==> config.mk <==
export PLATFORM = sky130hd
export DESIGN_NAME = conv_window_sched_flat
export DESIGN_NICKNAME = d
export VERILOG_FILES = /design/src/rtl/conv_pkg.sv /design/src/rtl/conv_window_sched_if.sv /design/src/rtl/conv_win_counter.sv /design/src/rtl/conv_window_sched.sv /design/src/flat_wrapper.sv
export SDC_FILE = /design/constraint.sdc
export NUM_CORES = 1
export LEC_CHECK = 0
export ABC_AREA = 1
export CAP_MARGIN = 20
export CORE_MARGIN = 2
export CORE_UTILIZATION = 45
export CTS_CLUSTER_DIAMETER = 40
export DETAILED_ROUTE_END_ITERATION = 8
export GPL_TIMING_DRIVEN = 0
export PLACE_DENSITY = 0.66
export SYNTH_ARGS = -nofsm -noshare
export SYNTH_HDL_FRONTEND = slang
export SYNTH_SLANG_ARGS = --single-unit
==> constraint.sdc <==
create_clock -name clk -period 10.12 [get_ports clk]
set_clock_uncertainty 0.2 [all_clocks]
set_input_delay 1.012 -clock clk [delete_from_list [all_inputs] [get_ports clk]]
set_output_delay 1.012 -clock clk [all_outputs]
set_load 0.02 [all_outputs]
==> src/rtl/conv_pkg.sv <==
// Constants and state encoding shared by the convolution scheduler, the Conv datapath
// and the image RAM.
package conv_pkg;

    localparam int unsigned IMG_W = 8;
    localparam int unsigned K     = 3;
    localparam int unsigned OUT_W = IMG_W - K + 1;

    typedef logic [2:0] state_t;

    localparam state_t StIdle   = 3'd0;
    localparam state_t StRun    = 3'd1;
    localparam state_t StFlush  = 3'd2;
    localparam state_t StResult = 3'd3;
    localparam state_t StDone   = 3'd4;

endpackage

==> src/rtl/conv_window_sched_if.sv <==
// Control, RAM read and result handshake signals between the window scheduler and
// the surrounding datapath.
interface conv_window_sched_if #(
    parameter int unsigned ADDR_W = 6
);

    logic              start;
    logic              abort;
    logic              busy;
    logic              done;
    logic              ram_rd_en;
    logic [ADDR_W-1:0] ram_rd_addr;
    logic              mac_en;
    logic              mac_clr;
    logic [3:0]        coef_idx;
    logic              res_valid;
    logic              res_ready;
    logic [5:0]        res_idx;

    modport master (
        input  start, abort, res_ready,
        output busy, done, ram_rd_en, ram_rd_addr, mac_en, mac_clr, coef_idx,
               res_valid, res_idx
    );

    modport slave (
        output start, abort, res_ready,
        input  busy, done, ram_rd_en, ram_rd_addr, mac_en, mac_clr, coef_idx,
               res_valid, res_idx
    );

endinterface

==> src/rtl/conv_win_counter.sv <==
// Row/column/tap counters walking the 3x3 windows of the image in row-major order.
module conv_win_counter #(
    parameter int unsigned OUT_W = 6,
    parameter int unsigned K     = 3,
    localparam int unsigned RcW  = (OUT_W > 1) ? $clog2(OUT_W) : 1
) (
    input  logic           clk,
    input  logic           rst_n,
    input  logic           clear,
    input  logic           tap_step,
    input  logic           win_step,
    output logic [RcW-1:0] row,
    output logic [RcW-1:0] col,
    output logic [3:0]     tap,
    output logic           last_tap,
    output logic           last_win
);

    logic [RcW-1:0] row_q, row_d;
    logic [RcW-1:0] col_q, col_d;
    logic [3:0]     tap_q, tap_d;

    assign last_tap = (tap_q == 4'(K * K - 1));
    assign last_win = (row_q == RcW'(OUT_W - 1)) && (col_q == RcW'(OUT_W - 1));

    always_comb begin
        row_d = row_q;
        col_d = col_q;
        tap_d = tap_q;
        if (clear) begin
            row_d = '0;
            col_d = '0;
            tap_d = '0;
        end else begin
            if (tap_step) begin
                tap_d = last_tap ? 4'd0 : tap_q + 4'd1;
            end
            if (win_step) begin
                tap_d = 4'd0;
                if (col_q == RcW'(OUT_W - 1)) begin
                    col_d = '0;
                    row_d = row_q + 1'b1;
                end else begin
                    col_d = col_q + 1'b1;
                end
            end
        end
    end

    always_ff @(posedge clk or negedge rst_n) begin
        if (!rst_n) begin
            row_q <= '0;
            col_q <= '0;
            tap_q <= '0;
        end else begin
            row_q <= row_d;
            col_q <= col_d;
            tap_q <= tap_d;
        end
    end

    assign row = row_q;
    assign col = col_q;
    assign tap = tap_q;

endmodule

==> src/rtl/conv_window_sched.sv <==
// Sequences RAM reads and MAC strobes for every 3x3 window of the image and hands each
// finished window result to the consumer over a valid/ready handshake.
module conv_window_sched #(
    parameter int unsigned IMG_W  = conv_pkg::IMG_W,
    parameter int unsigned K      = conv_pkg::K,
    parameter int unsigned ADDR_W = 6,
    localparam int unsigned OUT_W = IMG_W - K + 1,
    localparam int unsigned RcW   = (OUT_W > 1) ? $clog2(OUT_W) : 1
) (
    input  logic                clk,
    input  logic                rst_n,
    conv_window_sched_if.master bus
);

    import conv_pkg::*;

    state_t         state_q, state_d;
    logic [RcW-1:0] row, col;
    logic [3:0]     tap;
    logic           last_tap, last_win;
    logic           cnt_clear, tap_step, win_step;
    logic           rd_en, abort_now;
    logic [ADDR_W:0] addr_full;
    logic           mac_en_q, mac_en_d;
    logic           mac_clr_q, mac_clr_d;
    logic [3:0]     coef_idx_q, coef_idx_d;

    conv_win_counter #(
        .OUT_W (OUT_W),
        .K     (K)
    ) u_counter (
        .clk      (clk),
        .rst_n    (rst_n),
        .clear    (cnt_clear),
        .tap_step (tap_step),
        .win_step (win_step),
        .row      (row),
        .col      (col),
        .tap      (tap),
        .last_tap (last_tap),
        .last_win (last_win)
    );

    assign abort_now = bus.abort && (state_q != StIdle);
    assign rd_en     = (state_q == StRun);

    always_comb begin
        state_d   = state_q;
        cnt_clear = 1'b0;
        tap_step  = 1'b0;
        win_step  = 1'b0;
        case (state_q)
            StIdle: begin
                if (bus.start) begin
                    state_d   = StRun;
                    cnt_clear = 1'b1;
                end
            end
            StRun: begin
                tap_step = 1'b1;
                if (last_tap) state_d = StFlush;
            end
            StFlush: state_d = StResult;
            StResult: begin
                if (bus.res_ready) begin
                    if (last_win) begin
                        state_d = StDone;
                    end else begin
                        win_step = 1'b1;
                        state_d  = StRun;
                    end
                end
            end
            StDone: begin
                state_d   = StIdle;
                cnt_clear = 1'b1;
            end
            default: state_d = StIdle;
        endcase
        if (abort_now) begin
            state_d   = StIdle;
            cnt_clear = 1'b1;
            tap_step  = 1'b0;
            win_step  = 1'b0;
        end
    end

    // Extra address bit keeps the sum from wrapping before the final truncation.
    always_comb begin
        addr_full = (ADDR_W + 1)'((32'(row) + 32'(tap) / K) * IMG_W + 32'(col) + 32'(tap) % K);
    end

    // One-cycle delay lines each MAC strobe up with the RAM data for its address.
    always_comb begin
        mac_en_d   = rd_en && !abort_now;
        mac_clr_d  = mac_en_d && (tap == 4'd0);
        coef_idx_d = mac_en_d ? tap : 4'd0;
    end

    always_ff @(posedge clk or negedge rst_n) begin
        if (!rst_n) begin
            state_q    <= StIdle;
            mac_en_q   <= 1'b0;
            mac_clr_q  <= 1'b0;
            coef_idx_q <= 4'd0;
        end else begin
            state_q    <= state_d;
            mac_en_q   <= mac_en_d;
            mac_clr_q  <= mac_clr_d;
            coef_idx_q <= coef_idx_d;
        end
    end

    assign bus.busy        = (state_q != StIdle);
    assign bus.done        = (state_q == StDone);
    assign bus.ram_rd_en   = rd_en;
    assign bus.ram_rd_addr = rd_en ? ADDR_W'(addr_full) : '0;
    assign bus.mac_en      = mac_en_q;
    assign bus.mac_clr     = mac_clr_q;
    assign bus.coef_idx    = coef_idx_q;
    assign bus.res_valid   = (state_q == StResult);
    assign bus.res_idx     = (state_q == StResult) ? 6'(32'(row) * OUT_W + 32'(col)) : 6'd0;

endmodule

==> src/flat_wrapper.sv <==
// flat-port wrapper written by rule: the top's interface ports become plain ports
module conv_window_sched_flat import conv_pkg::*;
#(
    parameter int unsigned IMG_W  = conv_pkg::IMG_W,
    parameter int unsigned K      = conv_pkg::K,
    parameter int unsigned ADDR_W = 6,
    localparam int unsigned OUT_W = IMG_W - K + 1,
    localparam int unsigned RcW   = (OUT_W > 1) ? $clog2(OUT_W) : 1
)
  (clk, rst_n, bus_start, bus_abort, bus_res_ready, bus_busy, bus_done, bus_ram_rd_en, bus_ram_rd_addr, bus_mac_en, bus_mac_clr, bus_coef_idx, bus_res_valid, bus_res_idx);
  conv_window_sched_if #(.ADDR_W(ADDR_W)) bus_i ();
  input  logic clk;
  input  logic rst_n;
  input wire logic [$bits(bus_i.start)-1:0] bus_start;
  input wire logic [$bits(bus_i.abort)-1:0] bus_abort;
  input wire logic [$bits(bus_i.res_ready)-1:0] bus_res_ready;
  output wire logic [$bits(bus_i.busy)-1:0] bus_busy;
  output wire logic [$bits(bus_i.done)-1:0] bus_done;
  output wire logic [$bits(bus_i.ram_rd_en)-1:0] bus_ram_rd_en;
  output wire logic [$bits(bus_i.ram_rd_addr)-1:0] bus_ram_rd_addr;
  output wire logic [$bits(bus_i.mac_en)-1:0] bus_mac_en;
  output wire logic [$bits(bus_i.mac_clr)-1:0] bus_mac_clr;
  output wire logic [$bits(bus_i.coef_idx)-1:0] bus_coef_idx;
  output wire logic [$bits(bus_i.res_valid)-1:0] bus_res_valid;
  output wire logic [$bits(bus_i.res_idx)-1:0] bus_res_idx;
  assign bus_i.start = bus_start;
  assign bus_i.abort = bus_abort;
  assign bus_i.res_ready = bus_res_ready;
  assign bus_busy = bus_i.busy;
  assign bus_done = bus_i.done;
  assign bus_ram_rd_en = bus_i.ram_rd_en;
  assign bus_ram_rd_addr = bus_i.ram_rd_addr;
  assign bus_mac_en = bus_i.mac_en;
  assign bus_mac_clr = bus_i.mac_clr;
  assign bus_coef_idx = bus_i.coef_idx;
  assign bus_res_valid = bus_i.res_valid;
  assign bus_res_idx = bus_i.res_idx;
  conv_window_sched #(.IMG_W(IMG_W), .K(K), .ADDR_W(ADDR_W)) u_core (.clk(clk), .rst_n(rst_n), .bus(bus_i));
endmodule
==> impl_metrics.env, run 1 <==
export IMPL_status="complete, no violations"
export IMPL_hpwl_mm=2.82
export IMPL_dpl_worst_slack_ns=4.45
export IMPL_p_total_uw=397
export IMPL_layout_nets=295
export IMPL_via_per_inst=4.92
export IMPL_insertion_delay_ns=0.26
export IMPL_core_um2=3940
export IMPL_r2r_setup_slack_ns=8.19
export IMPL_holdWs_ns=0.364
export IMPL_maxCapViolations=0
export IMPL_postCtsResizedCells=0
export IMPL_ys_types=38
export IMPL_ir_drop_mv=0.153
export IMPL_syn_area_per_cell_um2=7.67
export IMPL_postCtsHoldBufs=0
export IMPL_synthTopCellsByArea="dfrtp_1 26%, ha_1 13%, nand2_1 8.5%"
export IMPL_cts_htree_levels=1
export IMPL_cts_setup_buffers=0
export IMPL_path_max_fanout=8
export IMPL_drc=0
export IMPL_antennaDiodeCount=0
export IMPL_grt_pass1_wl_mm=5.70
export IMPL_grt_antenna_before_repair=0
export IMPL_ant_nets=0
export IMPL_port_buffer_count=26
export IMPL_powerDensity_nw_per_um2=182
export IMPL_die_area_um2=4540
export IMPL_wl_per_cell_um=10.8
export IMPL_synth_seq_cells=19
export IMPL_fp_dieH_um=67.4
export IMPL_synth_nets=264
export IMPL_seq_area_um2=475
export IMPL_grt_pass1_vias=1339
export IMPL_synthesis_area_um2=1810
export IMPL_fin_crit_sh=0.585
export IMPL_grt_total_usage=0.164
export IMPL_synth_top_area_frac=0.263
export IMPL_clk_pin_slew_ns=0.07
export IMPL_post_route_util=0.553
export IMPL_syn_inst=236
export IMPL_fmax_mhz=169
export IMPL_grt_max_degree=20
export IMPL_ios=27
export IMPL_place_gp_congestion=0.812
export IMPL_leakage_nw=1.08
export IMPL_layout_drive_gt1_share=0.105
export IMPL_final_cell_mix="41 x nand2_1, 38 x inv_1, 30 x nor2_1, 26 x clkdlybuf4s50_1"
export IMPL_report_final_slew_viol_count=0
export IMPL_ys_warn_count=0
export IMPL_setup_tns_ns=0
export IMPL_fill_cells=368
export IMPL_cp_data_arrival_time_ns=4.70
export IMPL_syn_to_final_growth_pct=20.4
export IMPL_setup_ws_ns=4.20
export IMPL_rows=23
export IMPL_required_ns=8.91
export IMPL_start_kind="register"
export IMPL_hold_viol=0
export IMPL_cts_buffers=3
export IMPL_cts_root_buf="clkbuf_8"
export IMPL_synth_seq_area_share=0.263
export IMPL_cts_sinks=19
export IMPL_rsz0062_at_grt="no"
export IMPL_routed_wl_mm=3.42
export IMPL_cts_tree="done"
export IMPL_multi_input_comb_area_um2=1160
export IMPL_start_util=0.459
export IMPL_hold_path_class="register to register"
export IMPL_vias=1555
export IMPL_dieWidth_um=67.4
export IMPL_min_period_ns=5.92
export IMPL_tightest_slew_ns=0.801
export IMPL_endpoint_kind="output port"
export IMPL_dr_pass1_iters=4
export IMPL_cts_buffer_depth=2
export IMPL_critical_path_class="register to output port"
export IMPL_drt_iter0_markers=47
export IMPL_grt_ovfl_total=0
export IMPL_finalSetupViolCount=0
export IMPL_slew_headroom=0.465
export IMPL_mostFrequentLayoutCell="nand2_1"
export IMPL_synth_largest_area_cell="dfrtp_1"
-- final timing paths --
path	startpoint	end	cells after the start
hold / removal	u_core.state_q[0]	u_core.state_q[0]	2
setup reg to reg	u_core.u_counter.col[1]	u_core.u_counter.tap[2]	9
setup / recovery	u_core.u_counter.tap[2]	bus_ram_rd_addr[5]	26
max in group asynchronous	rst_n	u_core.state_q[1]	1
min in group asynchronous	rst_n	u_core.state_q[0]	1
hold reg to reg	u_core.state_q[0]	u_core.state_q[0]	2
-- sequential cells by signal, summed over array words and instances (netlist names) --
signal	cells
u_core.u_counter.row	3
u_core.bus.coef_idx	4
u_core.u_counter.tap	4
u_core.state_q	3
u_core.u_counter.col	3
u_core.bus.mac_en	1
u_core.bus.mac_clr	1
-- Yosys cell counts --
cell           number
nor2_1             30
nand2_2             3
buf_6               1
nor3_1              2
o31a_1              1
nor2_4              1
o21a_1              1
dfrtp_1            19
nand3_2             2
xnor2_1             2
a21o_2              1
a21boi_0            1
nand3_4             1
xor2_1              6
nand2_1            41
inv_1              38
inv_2               2
o22ai_1             1
or2_1               1
o41ai_1             1
a211oi_1            1
nand3b_4            1
o211ai_1            1
nand4_1             3
ha_1               19
nand2_4             4
nand3b_1            3
a21oi_1            11
dlygate4sd1_1       1
or2_2               2
fa_1                4
nor4_1              1
nand4_4             1
nand3_1            14
o31ai_1             1
o21ai_0             9
nor2_2              2
o21ai_2             3
-- worst max-delay path: stages, from the launching register on --
cell and delay, ns:
dfrtp_1 0.45, dlygate4sd1_1 0.26, ha_1 0.30, nand2_1 0.09
nand3_2 0.14, nand3_4 0.15, nand2_1 0.08, nand2_2 0.09
inv_1 0.05, ha_1 0.17, inv_1 0.14, nand4_4 0.18
ha_1 0.22, inv_1 0.06, fa_1 0.40, inv_1 0.07
ha_1 0.18, nand2_1 0.08, or2_2 0.29, nand3_1 0.10
inv_1 0.05, nand2_1 0.05, nand2_1 0.07, nand3_2 0.07
nand2_1 0.05, nor2_1 0.07, clkdlybuf4s50_1 0.60
-- cells by family (layout without fill, tap and decap cells) --
logic type               after synthesis  count (layout)  synth area share
AO/OA/AOI/OAI                         32              32             0.109
AND/OR/NAND/NOR                      112             112             0.320
adder cells (fa/ha/maj)               23              23             0.176
flip-flops                            19              19             0.263
XOR/XNOR                               8               8            0.0387
buffers and inverters                 42              72            0.0941
-- through the flow --
step | cells | area, µm²
2_1_floorplan | 236 | 1810
3_3_place_gp | 312 | 2130
3_5_place_dp | 312 | 2130
4_1_cts | 316 | 2180
5_1_grt | 316 | 2180
6_report | 316 | 2180
-- routing by layer --
metal  GRT usage  routed length [µm]  vias to the layer above
met5           0                   0                        -
met4      0.0689                  46                        0
met3      0.0150                 105                        4
met2       0.269                1530                       24
met1       0.223                1740                      702
li1            -                   -                      825
-- where the power goes --
part / internal, mW / switching, mW / leakage (nW)
clock network: 0.0274 / 0.0244 / 0.0255
registers: 0.0936 / 0.0201 / 0.258
logic: 0.0895 / 0.142 / 0.796
total: 0.210 / 0.186 / 1.08
-- final cells by class --
class / count / area share
plain buffers: 2 / 0.00919
well taps: 50 / 0.0287
repair buffers: 26 / 0.119
flip-flops and latches: 19 / 0.218
inverters: 40 / 0.0689
clock buffers: 3 / 0.0190
clock inverters: 1 / 0.00230
multi-input cells: 175 / 0.534
Power figures use the tool's default switching activity.
==> inputs of run 2 (changes only) <==
Settings changed: PLACE_DENSITY 0.66 to 0.69.
Clock period 10.12 ns to 5.4 ns, I/O delays scaled along.
==> run 2 against run 1 <==
  * Via count shrank 2.4%
  * Combinational power grew 85%
  * Final area is essentially flat
  * Sequential power grew 87%
  * Power grew 85%
  * Critical path type unchanged
  * Largest cell class unchanged
  * Largest power group unchanged
==> impl_metrics.env, run 2 (same netlist as run 1, synthesis figures left out) <==
export IMPL_placed_cell_area_um2=2130
export IMPL_fin_crit_sh=0.928
export IMPL_switching_share=0.465
export IMPL_final_cell_mix="41 x nand2_1, 38 x inv_1, 30 x nor2_1, 24 x clkdlybuf4s50_1, 19 x ha_1"
export IMPL_layout_nets=295
export IMPL_drt_iter0_markers=68
export IMPL_start_kind="register"
export IMPL_p_comb_frac=0.583
export IMPL_r2r_setup_slack_ns=3.47
export IMPL_postCtsHoldBufs=0
export IMPL_endpoint_kind="output port"
export IMPL_max_stage_delay_ns=0.45
export IMPL_die_area_um2=4540
export IMPL_hold_viol=0
export IMPL_dp_cells=312
export IMPL_tightest_slew_ns=0.818
export IMPL_rows=23
export IMPL_via_per_inst=4.80
export IMPL_grt_pass1_wl_mm=6.07
export IMPL_cts_buffer_depth=2
export IMPL_slowest_stage="dfrtp_2"
export IMPL_crit_start="u_core.u_counter.tap[2]"
export IMPL_crit_top_cell="nand2_1"
export IMPL_p_sw_uw=341
export IMPL_drc=0
export IMPL_dr_pass1_iters=4
export IMPL_cts_sinks=19
export IMPL_critical_path_class="register to output port"
export IMPL_leakage_nw=1.10
export IMPL_routed_wl_mm=3.32
export IMPL_cts_htree_levels=1
export IMPL_grt_antenna_before_repair=0
export IMPL_mostFrequentLayoutCell="nand2_1"
export IMPL_rsz0062_at_grt="no"
export IMPL_antennaDiodeCount=0
export IMPL_cts_tree="done"
export IMPL_required_ns=4.66
export IMPL_ant_nets=0
export IMPL_core_um2=3940
export IMPL_port_buffer_count=26
export IMPL_cts_root_buf="clkbuf_8"
export IMPL_grt_pass1_vias=1423
export IMPL_setup_tns_ns=0
export IMPL_min_from="u_core.state_q[0]"
export IMPL_clk_pin_slew_ns=0.07
export IMPL_fill_cells=388
export IMPL_ios=27
export IMPL_slew_headroom=0.453
export IMPL_min_period_ns=5.01
export IMPL_worstReg2RegStart="u_core.u_counter.col[1]"
export IMPL_dieWidth_um=67.4
export IMPL_hold_path_class="register to register"
export IMPL_hpwl_mm=2.79
export IMPL_maxCapViolations=0
export IMPL_grt_ovfl_total=0
export IMPL_place_gp_congestion=0.821
export IMPL_ir_drop_mv=0.249
export IMPL_wl_per_cell_um=10.5
export IMPL_insertion_delay_ns=0.24
export IMPL_cts_buffers=3
export IMPL_fp_dieH_um=67.4
export IMPL_cp_data_arrival_time_ns=4.27
export IMPL_seqPwrFrac=0.290
export IMPL_status="complete, no violations"
export IMPL_finalSetupViolCount=0
export IMPL_vias=1517
export IMPL_syn_to_final_growth_pct=20.3
export IMPL_layout_drive_gt1_share=0.113
export IMPL_final_cells=316
export IMPL_powerDensity_nw_per_um2=337
export IMPL_clkPwrFrac=0.127
export IMPL_holdWs_ns=0.375
export IMPL_finalInstanceArea_um2=2180
export IMPL_path_max_fanout=8
export IMPL_start_util=0.459
export IMPL_grt_total_usage=0.169
export IMPL_report_final_slew_viol_count=0
export IMPL_fmax_mhz=200
export IMPL_grt_max_degree=20
export IMPL_internal_power_uw=393
-- run 2: what timing repair did --
item	4_1_cts	5_1_grt
resized for setup	1	4
pin swaps	0	1
endpoints found under the hold margin	0	0
gates cloned	0	0
setup buffers	0	0
endpoints found under the setup margin	1	2
-- run 2: power by group through the flow --
stage / sequential (mW) / combinational, mW / clock, mW
after global routing: 0.219 / 0.491 / 0.104
final: 0.213 / 0.428 / 0.0935
after global placement: 0.215 / 0.430 / 0
after CTS: 0.212 / 0.435 / 0.0975
after floorplan: 0.214 / 0.296 / 0
after detailed placement: 0.214 / 0.432 / 0
-- run 2: cell type report --
cell class	instances	area [µm²]	area share
Buffer	2	20.0	0.00920
Clock buffer	3	41.3	0.0190
Clock inverter	1	5.00	0.00230
Inverter	40	150	0.0690
Multi-Input combinational cell	175	1160	0.534
Sequential cell	19	477	0.219
Tap cell	50	62.6	0.0287
Timing Repair Buffer	26	258	0.118
-- run 2: layer usage --
layer / vias to the layer above / wire length, µm / global-route usage
met2: 21 / 1460 / 0.270
met4: 0 / 22 / 0.0383
met5: - / 0 / 0
met3: 2 / 93 / 0.0100
li1: 821 / - / -
met1: 673 / 1750 / 0.250
-- run 2: final timing paths --
check	endpoint	depth (start not counted)
max	bus_ram_rd_addr[5]	26
min in group asynchronous	u_core.state_q[0]	1
min	u_core.state_q[0]	2
min reg2reg	u_core.state_q[0]	2
max reg2reg	u_core.u_counter.tap[2]	9
max in group asynchronous	u_core.u_counter.tap[2]	1
-- run 2: stage by stage --
step	utilization	setup slack [ns]	power (mW)
after floorplan	-	0.875	0.510
after global placement	0.541	0.244	0.644
after detailed placement	0.541	0.168	0.646
after CTS	0.552	0.160	0.745
after global routing	0.552	0.00861	0.814
final	0.552	0.391	0.735
-- run 2: worst max-delay path: cells and delay by family, from the launching register on --
family	cells	cell delay (ns)
adder cells (fa/ha/maj)	5	1.27
flip-flops	1	0.45
AND/OR/NAND/NOR	14	1.52
buffers and inverters	7	0.79
==> inputs of run 3 (changes only) <==
Settings changed: CTS_BUF_LIST set to sky130_fd_sc_hd__clkbuf_4 sky130_fd_sc_hd__clkbuf_8 sky130_fd_sc_hd__clkbuf_16.
==> results of run 3 <==
Final layout, timing and power as in run 2 (identical DEF).
